==> src/rtl/uart_frame_pkg.sv <==
// Shared constants, state encoding and checksum helper for the UART command-frame parser.
package uart_frame_pkg;

  localparam logic [7:0] HDR0 = 8'h55;
  localparam logic [7:0] HDR1 = 8'hAA;

  localparam logic [1:0] ERR_LEN  = 2'b01;
  localparam logic [1:0] ERR_CSUM = 2'b10;
  localparam logic [1:0] ERR_TO   = 2'b11;

  typedef enum logic [2:0] {
    IDLE = 3'd0,
    HDR2 = 3'd1,
    CMD  = 3'd2,
    LEN  = 3'd3,
    DATA = 3'd4,
    CSUM = 3'd5
  } state_e;

  function automatic logic [7:0] csum_add(input logic [7:0] acc, input logic [7:0] b);
    return acc + b;
  endfunction

endpackage

==> src/rtl/uart_frame_timeout.sv <==
// Inter-byte gap timer: reloads on every received byte, counts down while a frame is open,
// and flags expiry when the terminal count is reached.
module uart_frame_timeout #(
  parameter int TIMEOUT_CYC = 60_000,
  parameter int TO_WIDTH    = 16
) (
  input  logic i_clk,
  input  logic i_rst_n,
  input  logic i_clr,
  input  logic i_en,
  output logic o_expire
);

  logic [TO_WIDTH-1:0] cnt_q, cnt_d;

  always_ff @(posedge i_clk or negedge i_rst_n) begin
    if (!i_rst_n) cnt_q <= '0;
    else          cnt_q <= cnt_d;
  end

  always_comb begin
    cnt_d = cnt_q;
    if (i_clr)                     cnt_d = TO_WIDTH'(TIMEOUT_CYC - 1);
    else if (i_en && cnt_q != '0)  cnt_d = cnt_q - TO_WIDTH'(1);
  end

  // Reaching zero means TIMEOUT_CYC-1 idle clocks have elapsed since the last byte.
  assign o_expire = i_en && (cnt_q == '0);

endmodule

==> src/rtl/uart_frame_parser.sv <==
// Assembles 55 AA | CMD | LEN | PAYLOAD | CSUM frames from the UART byte stream.
// Define UART_FRAME_TIMEOUT_EN to add the inter-byte timeout (error code 11).
//
// state | meaning
// IDLE  | hunting for first header byte 0x55
// HDR2  | waiting for 0xAA (repeated 0x55 tolerated)
// CMD   | next byte is the command
// LEN   | next byte is the payload length
// DATA  | receiving payload bytes, written out as they arrive
// CSUM  | next byte is the checksum over CMD, LEN and payload
module uart_frame_parser
  import uart_frame_pkg::*;
#(
  parameter  int CLK_FREQUENCY = 60_000_000,
  parameter  int MAX_LEN       = 64,
  parameter  int TIMEOUT_CYC   = CLK_FREQUENCY / 1000,
  localparam int ADDR_WIDTH    = (MAX_LEN > 1) ? $clog2(MAX_LEN) : 1,
  localparam int TO_WIDTH      = (TIMEOUT_CYC > 1) ? $clog2(TIMEOUT_CYC) : 1
) (
  input  logic                  i_clk,
  input  logic                  i_rst_n,
  input  logic                  i_rx_vld,
  input  logic [7:0]            i_rx_data,
  output logic                  o_pl_wr,
  output logic [ADDR_WIDTH-1:0] o_pl_addr,
  output logic [7:0]            o_pl_data,
  output logic [7:0]            o_cmd,
  output logic [7:0]            o_len,
  output logic                  o_frame_vld,
  output logic                  o_frame_err,
  output logic [1:0]            o_err_code
);

  state_e                state_q, state_d;
  logic [7:0]            cmd_q, cmd_d;
  logic [7:0]            len_q, len_d;
  logic [7:0]            csum_q, csum_d;
  logic [ADDR_WIDTH-1:0] idx_q, idx_d;
  logic                  pl_wr_q, pl_wr_d;
  logic [ADDR_WIDTH-1:0] pl_addr_q, pl_addr_d;
  logic [7:0]            pl_data_q, pl_data_d;
  logic [7:0]            cmd_out_q, cmd_out_d;
  logic [7:0]            len_out_q, len_out_d;
  logic                  frame_vld_q, frame_vld_d;
  logic                  frame_err_q, frame_err_d;
  logic [1:0]            err_code_q, err_code_d;
  logic                  to_expire;
  logic                  len_too_big;
  logic                  last_data;

  assign len_too_big = i_rx_data > 8'(MAX_LEN);
  assign last_data   = 8'(idx_q) == (len_q - 8'd1);

`ifdef UART_FRAME_TIMEOUT_EN
  uart_frame_timeout #(
    .TIMEOUT_CYC (TIMEOUT_CYC),
    .TO_WIDTH    (TO_WIDTH)
  ) u_timeout (
    .i_clk    (i_clk),
    .i_rst_n  (i_rst_n),
    .i_clr    (i_rx_vld),
    .i_en     (state_q != IDLE),
    .o_expire (to_expire)
  );
`else
  logic unused_to_cfg;
  assign unused_to_cfg = TIMEOUT_CYC[0] ^ TO_WIDTH[0];
  assign to_expire     = 1'b0;
`endif

  always_ff @(posedge i_clk or negedge i_rst_n) begin
    if (!i_rst_n) begin
      state_q     <= IDLE;
      cmd_q       <= '0;
      len_q       <= '0;
      csum_q      <= '0;
      idx_q       <= '0;
      pl_wr_q     <= 1'b0;
      pl_addr_q   <= '0;
      pl_data_q   <= '0;
      cmd_out_q   <= '0;
      len_out_q   <= '0;
      frame_vld_q <= 1'b0;
      frame_err_q <= 1'b0;
      err_code_q  <= '0;
    end else begin
      state_q     <= state_d;
      cmd_q       <= cmd_d;
      len_q       <= len_d;
      csum_q      <= csum_d;
      idx_q       <= idx_d;
      pl_wr_q     <= pl_wr_d;
      pl_addr_q   <= pl_addr_d;
      pl_data_q   <= pl_data_d;
      cmd_out_q   <= cmd_out_d;
      len_out_q   <= len_out_d;
      frame_vld_q <= frame_vld_d;
      frame_err_q <= frame_err_d;
      err_code_q  <= err_code_d;
    end
  end

  // A byte arriving on the expiry clock takes priority over the timeout.
  always_comb begin
    state_d = state_q;
    if (i_rx_vld) begin
      unique case (state_q)
        IDLE:    if (i_rx_data == HDR0) state_d = HDR2;
        HDR2: begin
          if (i_rx_data == HDR1)      state_d = CMD;
          else if (i_rx_data != HDR0) state_d = IDLE;
        end
        CMD:     state_d = LEN;
        LEN: begin
          if (len_too_big)            state_d = IDLE;
          else if (i_rx_data == 8'd0) state_d = CSUM;
          else                        state_d = DATA;
        end
        DATA:    if (last_data) state_d = CSUM;
        CSUM:    state_d = IDLE;
        default: state_d = IDLE;
      endcase
    end else if (to_expire) begin
      state_d = IDLE;
    end
  end

  always_comb begin
    cmd_d       = cmd_q;
    len_d       = len_q;
    csum_d      = csum_q;
    idx_d       = idx_q;
    pl_wr_d     = 1'b0;
    pl_addr_d   = pl_addr_q;
    pl_data_d   = pl_data_q;
    cmd_out_d   = cmd_out_q;
    len_out_d   = len_out_q;
    frame_vld_d = 1'b0;
    frame_err_d = 1'b0;
    err_code_d  = err_code_q;
    if (i_rx_vld) begin
      case (state_q)
        CMD: begin
          cmd_d  = i_rx_data;
          csum_d = i_rx_data;
        end
        LEN: begin
          len_d  = i_rx_data;
          csum_d = csum_add(csum_q, i_rx_data);
          idx_d  = '0;
          if (len_too_big) begin
            frame_err_d = 1'b1;
            err_code_d  = ERR_LEN;
          end
        end
        DATA: begin
          pl_wr_d   = 1'b1;
          pl_addr_d = idx_q;
          pl_data_d = i_rx_data;
          csum_d    = csum_add(csum_q, i_rx_data);
          idx_d     = idx_q + ADDR_WIDTH'(1);
        end
        CSUM: begin
          if (i_rx_data == csum_q) begin
            frame_vld_d = 1'b1;
            cmd_out_d   = cmd_q;
            len_out_d   = len_q;
          end else begin
            frame_err_d = 1'b1;
            err_code_d  = ERR_CSUM;
          end
        end
        default: ;
      endcase
    end else if (to_expire) begin
      frame_err_d = 1'b1;
      err_code_d  = ERR_TO;
    end
  end

  assign o_pl_wr     = pl_wr_q;
  assign o_pl_addr   = pl_addr_q;
  assign o_pl_data   = pl_data_q;
  assign o_cmd       = cmd_out_q;
  assign o_len       = len_out_q;
  assign o_frame_vld = frame_vld_q;
  assign o_frame_err = frame_err_q;
  assign o_err_code  = err_code_q;

endmodule

==> config.mk <==
export PLATFORM = sky130hd
export DESIGN_NAME = uart_frame_parser
export DESIGN_NICKNAME = d
export VERILOG_FILES = /design/src/rtl/uart_frame_pkg.sv /design/src/rtl/uart_frame_timeout.sv /design/src/rtl/uart_frame_parser.sv
export SDC_FILE = /design/constraint.sdc
export NUM_CORES = 1
export LEC_CHECK = 0
export CAP_MARGIN = 20
export CORE_ASPECT_RATIO = 1.25
export CORE_MARGIN = 3
export CORE_UTILIZATION = 45
export DETAILED_ROUTE_END_ITERATION = 12
export HOLD_SLACK_MARGIN = 0.03
export PLACE_DENSITY = 0.68
export SLEW_MARGIN = 20
export SYNTH_ARGS = -nofsm -noshare
export SYNTH_HDL_FRONTEND = slang
export SYNTH_SLANG_ARGS = --single-unit
==> constraint.sdc <==
create_clock -name i_clk -period 2.3 [get_ports i_clk]
set_input_delay 0.69 -clock i_clk [delete_from_list [all_inputs] [get_ports i_clk]]
set_output_delay 0.69 -clock i_clk [all_outputs]
set_load 0.02 [all_outputs]
==> metrics.md, run 1 <==
| Metric | Value |
|---|---|
| Outcome | completed |
| Clk_lat worst skew | 0.35 ns |
| Flops & latches, synth | 68 |
| Routability congestion estimate | 0.856 |
| Setup crit end kind | flop |
| Initial DRT Pass Iterations | 4 |
| Final Non-Filler Cells | 517 |
| Cell type with the largest total area after synthesis | dfrtp_1 |
| Fill count | 557 |
| Relative slew slack | 0.651 |
| Arrival @ worst endpoint | 2.54 ns |
| Grt met3 use | 0.0392 |
| Worst hold margin | 0.302 ns |
| RSZ-0062 raised after global routing | true |
| Detailed Route WL | 8030 µm |
| Final worst path period need | 2.26 ns |
| Die width | 83.4 µm |
| Initial antenna violation count | 0 |
| Core box area | 7100 µm² |
| Simple-Gate Fraction of Synth Area | 0.198 |
| Critical path launch point type | input port |
| Number of port buffers | 45 |
| Cells after Synth | 340 |
| Pre-CTS setup slack | -0.653 ns |
| Largest family of logic cells by synthesized area | simple AND/OR/NAND/NOR gates |
| Final Cycle Share | 0.984 |
| Syn_nets | 361 |
| Ant. Diodes | 0 |
| Met1 usage | 0.254 |
| Inst Count DP | 495 |
| Peak supply drop | 0.373 mV |
| Achievable Freq | 0.442 GHz |
| Ys flop type | dfrtp_1 |
| Dpl hpwl | 5430 µm |
| Slew @ Worst Pin | 0.516 ns |
| Count of cell types in the netlist | 53 |
| Post-synthesis compound-gate area fraction | 0.110 |
| Nets | 443 |
| Starting density of the core | 0.474 |
| Ports | 46 |
| Critical path class | input port to flop |
| Share of the synthesized area in the top cell type | 0.506 |
| Setup total negative slack | 0 ns |
| Leakage | 2.21 nW |
| Skew final | 0.0114 ns |
| Synth cell count leaders | nand2_1 (83), dfrtp_1 (68), o21ai_0 (27) |
| Die ar. | 8560 µm² |
| Area Overhead vs Synth | 37.1% |
| Worst Path Required | 2.57 ns |
| GRT Max-Usage Layer | met2 |
| Max-capacitance violation count | 0 |
| Num CTS Buffers | 9 |
| Tot GR Track Use | 0.198 |
| Hold/Removal Path Class | input port to asynchronous set/reset pin |
| Met2 Use GR | 0.322 |
| Vias in the first global route | 2767 |
| Final Cell Area | 4610 µm² |
| Fin. Hold Viols | 0 |
| Cell with the most instances after synthesis | nand2_1 |
| CTS tree | done |
| Clock buffer depth | 2 |
| Drc violations | 0 |
| Post-Synth XOR/XNOR Area | 0.0286 |
| DR iter-0 viols | 132 |
| Synthesized area per cell | 9.90 µm² |
| Via count | 2777 |
| Crit-path max FO | 4 |
| Area after DPL | 4190 µm² |
| CTS H-tree depth | 3 |
| Largest net degree at the start of global routing | 29 |
| PwrDens | 645 nW/µm² |
| Post-synth EDFFs | 0 |
| Worst-path clk slew | 0.08 ns |
| Via/cell ratio | 5.37 |
| Post-DR wirelength/cell | 15.5 µm |
| Total chip power | 2.98 mW |
| Register area share after synthesis | 0.506 |
| Total gr overflow | 0 |
| Max Slew Vio Count | 0 |
| Ranking of synthesized cells by area | dfrtp_1 (51%), nand2_1 (9.3%), mux2_2 (7.4%), o21ai_0 (4.0%), ha_1 (3.3%) |
| Antenna Nets Post-Route | 0 |
| Setup ws final | 0.0360 ns |
| CTS Root Cell | clkbuf_8 |
| Num rows | 34 |
| Async SR Flop Fraction | 1.00 |
| Die extent in y | 103 µm |
| Synth Area in Adders | 0.0394 |
| Share of cells above drive strength 1 | 0.241 |
| Mapped Area | 3370 µm² |
| Mux contribution to synthesized area | 0.0833 |
| CTS Sinks | 68 |
| Global-route wire length before repair | 13400 µm |
| Fin util | 0.649 |
| Synth warn | 0 |
| Final setup violation count | 0 |
what timing repair did:
item	in CTS	in global routing
setup buffers	5	1
setup endpoints to repair	22	21
gates resized for setup	12	19
hold buffers	0	0
pin swaps	7	5
cell usage in the layout (no fill, tap or decap), types with 3 or more instances in the layout:
cell type / n
nand2_1: 82
dfrtp_1: 68
buf_4: 37
clkdlybuf4s50_1: 36
o21ai_0: 24
mux2_2: 22
nor2_1: 15
inv_1: 10
clkbuf_8: 9
xnor2_1: 8
nand4_1: 7
ha_4: 6
nor2b_1: 5
nand3_1: 5
a21oi_1: 5
a31oi_1: 5
dlymetal6s2s_1: 5
nand2b_1: 4
o21ai_1: 4
bufinv_16: 4
xor2_1: 3
nor3_1: 3
a211oi_1: 3
ha_1: 3
state kept, by name, indices dropped and copies added, names as in the netlist:
register     cells
o_frame_vld      1
o_pl_addr        6
o_pl_data        8
state_q          3
csum_q           8
len_q            8
o_err_code       2
o_frame_err      1
o_cmd            8
o_pl_wr          1
cmd_q            8
o_len            8
idx_q            6
cell type report:
class	count	area [µm²]	share of cell area
flip-flops and latches	68	1700	0.369
multi-input cells	246	1700	0.369
repair buffers	86	792	0.172
clock inverters	6	136	0.0296
clock buffers	10	128	0.0277
well taps	90	113	0.0244
inverters	11	41.3	0.00895
kinds of logic (layout without fill, tap and decap cells):
| kind of cell | after synthesis | after routing |
|---|---|---|
| simple gates | 143 | 143 |
| flops | 68 | 68 |
| compound gates | 58 | 58 |
| buf+inv | 26 | 113 |
| mux | 24 | 24 |
| xor+xnor | 11 | 11 |
| fa+ha+maj | 10 | 10 |
worst max-delay path: stages:
cell and delay, ns:
clkdlybuf4s15_1 0.26, inv_1 0.10, fa_1 0.47, nor2b_2 0.17
o21ai_1 0.10, a21boi_0 0.21, o21ai_0 0.12, mux2_2 0.28
o21ai_1 0.13
power breakdown:
part | switching, mW | internal [mW] | leakage [nW]
clock network | 0.477 | 0.832 | 0.127
registers | 0.0439 | 1.23 | 0.925
logic | 0.202 | 0.194 | 1.16
total | 0.724 | 2.25 | 2.21
layer usage:
metal / up-vias / share of wire
li1: 1339 / -
met1: 1350 / 0.44
met2: 68 / 0.49
met3: 20 / 0.042
met4: 0 / 0.030
met5: - / 0
worst paths after layout:
kind                                        from                       end  slack, ns  cells after the start
min reg2reg                 cmd_q[7]$_DFFE_PN0P_      cmd_q[7]$_DFFE_PN0P_       0.47                      2
max                                 i_rx_data[1]     csum_q[6]$_DFFE_PN0P_       0.04                      9
max in group asynchronous                i_rst_n      o_cmd[6]$_DFFE_PN0P_       1.46                      2
min                                      i_rst_n  o_pl_addr[3]$_DFFE_PN0P_       0.30                      1
min in group i_clk          cmd_q[7]$_DFFE_PN0P_      cmd_q[7]$_DFFE_PN0P_       0.47                      2
max reg2reg                csum_q[0]$_DFFE_PN0P_     csum_q[7]$_DFFE_PN0P_       0.22                      9
Note: power is estimated with default switching activity, not from simulation.
==> run 2, diff against run 1 <==
- ABC_AREA: default -> 1
- CORE_ASPECT_RATIO: 1.25 -> 2
- PLACE_DENSITY: 0.68 -> 0.67
==> run 2 against run 1 <==
Net effect: non-clock buffer count decreased by 4; clock skew decreased by 0.0066 ns; global-route usage increased by 0.99 points; register-to-register slack improved by 0.24 ns; clock power increased by 19%; critical path type unchanged; via count increased by 14%; cell area increased by 2.7%; hold slack improved by 0.074 ns; sequential power increased by 35%; largest power group is now combinational cells; synthesized cell count increased by 27%.
==> metrics.md, run 2 <==
| Metric | Value |
|---|---|
| Routability congestion estimate | 0.877 (+2.5%) |
| CTS Sinks | 68 (unchanged) |
| Setup crit end kind | flop |
| Flops & latches, synth | 68 (unchanged) |
| Via count | 3172 (+14%) |
| Largest net degree at the start of global routing | 69 (+140%) |
| Num rows | 45 (+32%) |
| Dpl hpwl | 7040 µm (+30%) |
| GRT Max-Usage Layer | met2 |
| Final setup violation count | 0 (unchanged) |
| PwrDens | 1150 nW/µm² (+78%) |
| Antenna Nets Post-Route | 0 (unchanged) |
| Die width | 69.1 µm (-17%) |
| Critical path launch point type | input port |
| Share of the synthesized area in the top cell type | 0.476 (-0.0301) |
| Global-route wire length before repair | 14800 µm (+11%) |
| Internal Pwr Total | 3.49 mW (+55%) |
| Async SR Flop Fraction | 1.00 (unchanged) |
| Num CTS Buffers | 9 (unchanged) |
| Outcome | completed |
| Worst hold margin | 0.376 ns (+0.0744 ns) |
| Number of port buffers | 45 (unchanged) |
| Sw frac | 0.359 (+0.116) |
| R2R depth | 13 (+4) |
| Drc violations | 0 (unchanged) |
| Tot GR Track Use | 0.208 (+0.00987) |
| Hold/Removal Path Class | input port to asynchronous set/reset pin |
| Cells after Synth | 431 (+27%) |
| Synthesized area per cell | 8.30 µm² (-16%) |
| Synth cell count leaders | nand2_1 (128), dfrtp_1 (68), o21ai_0 (53) |
| Ys flop type | dfrtp_1 |
| Fill count | 725 (+30%) |
| CTS Root Cell | clkbuf_16 |
| Detailed Route WL | 9100 µm (+13%) |
| Reg2reg end | state_q[0]$_DFFE_PN0P_ |
| Commonest non-fill, non-tap cells in the layout | nand2_1 (128), dfrtp_1 (68), o21ai_0 (52), clkdlybuf4s50_1 (42), inv_1 (41) |
| Mapped Area | 3580 µm² (+6.3%) |
| Grt met3 use | 0.0382 (-0.00100) |
| Achievable Freq | 0.459 GHz (+3.9%) |
| Vias in the first global route | 3138 (+13%) |
| Final worst path period need | 2.18 ns (-0.0847 ns) |
| Met2 Use GR | 0.395 (+0.0730) |
| Final Cycle Share | 0.947 (-0.0368) |
| Met1 usage | 0.197 (-0.0564) |
| Die ar. | 9120 µm² (+6.6%) |
| Leading cell type in the layout, fill and taps excluded | nand2_1 |
| Synth warn | 0 (unchanged) |
| Max-capacitance violation count | 0 (unchanged) |
| Ranking of synthesized cells by area | dfrtp_1 (48%), nand2_1 (13%), o21ai_0 (7.4%), inv_1 (4.3%), nand3_1 (3.5%) |
| Ports | 46 (unchanged) |
| Net switching power | 1.95 mW (+170%) |
| Core box area | 7660 µm² (+7.8%) |
| Fin. Hold Viols | 0 (unchanged) |
| Worst Path Required | 2.52 ns (-0.05 ns) |
| Clock power share | 0.287 (-0.153) |
| Clk_lat worst skew | 0.33 ns (-0.02 ns) |
| Initial DRT Pass Iterations | 4 (unchanged) |
| Share of cells above drive strength 1 | 0.158 (-0.0829) |
| Die extent in y | 132 µm (+29%) |
| Crit-path max FO | 5 (+1) |
| Worst-path clk slew | 0.05 ns (-0.03 ns) |
| Post-DR wirelength/cell | 14.9 µm (-4.3%) |
| Cell with the most instances after synthesis | nand2_1 |
| Inst Count DP | 597 (+21%) |
| Leakage | 2.37 nW (+7.3%) |
| Cell type with the largest total area after synthesis | dfrtp_1 |
| Sequential Power Share | 0.315 (-0.112) |
| CTS H-tree depth | 3 (unchanged) |
| Ant. Diodes | 0 (unchanged) |
| Initial antenna violation count | 0 (unchanged) |
| Starting density of the core | 0.467 (-0.00644) |
| Relative slew slack | 0.736 (+0.0847) |
| Peak supply drop | 0.574 mV (+54%) |
| Clock buffer depth | 2 (unchanged) |
| Slew @ Worst Pin | 0.396 ns (-0.120 ns) |
| DR iter-0 viols | 192 (+45%) |
| FF-to-FF setup slack | 0.46 ns (+0.24 ns) |
| Arrival @ worst endpoint | 2.40 ns (-0.14 ns) |
| Critical path class | input port to flop |
| Total gr overflow | 0 (unchanged) |
| Via/cell ratio | 5.18 (-3.5%) |
| Syn_nets | 452 (+25%) |
| Max Slew Vio Count | 0 (unchanged) |
| Combinational fraction of design power | 0.398 (+0.265) |
| Register area share after synthesis | 0.476 (-0.0301) |
| Skew final | 0.00476 ns (-0.00662 ns) |
| Nets | 535 (+21%) |
| Post-synth EDFFs | 0 (unchanged) |
| Area Overhead vs Synth | 32.4% |
| RSZ-0062 raised after global routing | false |
| CTS tree | done |
| Final Non-Filler Cells | 612 (+18%) |
| Reg2reg start | len_q[0]$_DFFE_PN0P_ |
| Count of cell types in the netlist | 36 (-32%) |
==> run 2: per-layer routing <==
layer,vias to the layer above,share of wire
met5,-,0
met4,0,0.047
met3,29,0.025
met2,66,0.59
met1,1508,0.34
li1,1569,-
==> run 2: final cells by class <==
type                    instances  area, µm²  share of cell area
inverters                      48        180              0.0380
clock inverters                 5        100              0.0211
multi-input cells             305       1660               0.350
clock buffers                  10        239              0.0504
well taps                      94        118              0.0248
repair buffers                 82        741               0.156
flip-flops and latches         68       1700               0.359
==> run 2: through the flow <==
step	setup WS (ns)	area [µm²]	TNS (ns)	utilization	power [mW]
2_1_floorplan	0.273	3580	0	-	2.98
3_3_place_gp	-0.315	4350	-6.83	0.568	3.80
3_5_place_dp	-0.351	4350	-7.76	0.568	3.84
4_1_cts	0.0418	4700	0	0.614	5.44
5_1_grt	0.0219	4740	0	0.619	5.78
6_report	0.121	4740	0	0.619	5.44
==> run 2: cells by family (layout without fill, tap and decap cells) <==
group | count (synthesis) | count (layout) | synth area share
buf+inv | 58 | 145 | 0.0727
xor+xnor | 8 | 8 | 0.0196
compound gates | 82 | 82 | 0.124
simple gates | 205 | 205 | 0.271
fa+ha+maj | 10 | 10 | 0.0371
flops | 68 | 68 | 0.476
==> run 2: worst max path at each step <==
| stage | startpoint | to | slack, ns | cells after the start |
|---|---|---|---|---|
| final | i_rx_data[2] | csum_q[7]$_DFFE_PN0P_ | 0.12 | 12 |
| after CTS | i_rx_data[5] | o_len[7]$_DFFE_PN0P_ | 0.04 | 7 |
| after global routing | i_rx_data[2] | csum_q[7]$_DFFE_PN0P_ | 0.02 | 13 |
| after detailed placement | i_rx_data[5] | o_len[1]$_DFFE_PN0P_ | -0.35 | 7 |
| after floorplan | i_rx_data[5] | o_cmd[0]$_DFFE_PN0P_ | 0.27 | 6 |
| after global placement | i_rx_data[5] | o_cmd[6]$_DFFE_PN0P_ | -0.31 | 7 |
==> run 2: critical path, stage by stage <==
cell,delay (ns)
clkdlybuf4s50_1,0.46
ha_4,0.31
buf_4,0.13
nand3_1,0.07
nand3_1,0.09
nand2_1,0.10
inv_1,0.12
nand4_1,0.12
nand3_1,0.09
nand3_1,0.08
nand2_1,0.08
nand2_1,0.06
==> run 2: what timing repair did <==
item                                    CTS  global route
setup buffers                             0             0
resized for setup                         1             6
endpoints found under the setup margin    2            18
pin swaps                                 0             2
hold buffers                              0             0
==> run 2: power by group through the flow <==
| stage | clock network (mW) | registers (mW) | logic (mW) |
|---|---|---|---|
| 6_report | 1.56 | 1.72 | 2.16 |
| 5_1_grt | 1.63 | 1.76 | 2.40 |
| 4_1_cts | 1.58 | 1.71 | 2.14 |
| 3_5_place_dp | 0 | 1.73 | 2.12 |
| 3_3_place_gp | 0 | 1.72 | 2.08 |
| 2_1_floorplan | 0 | 1.85 | 1.13 |
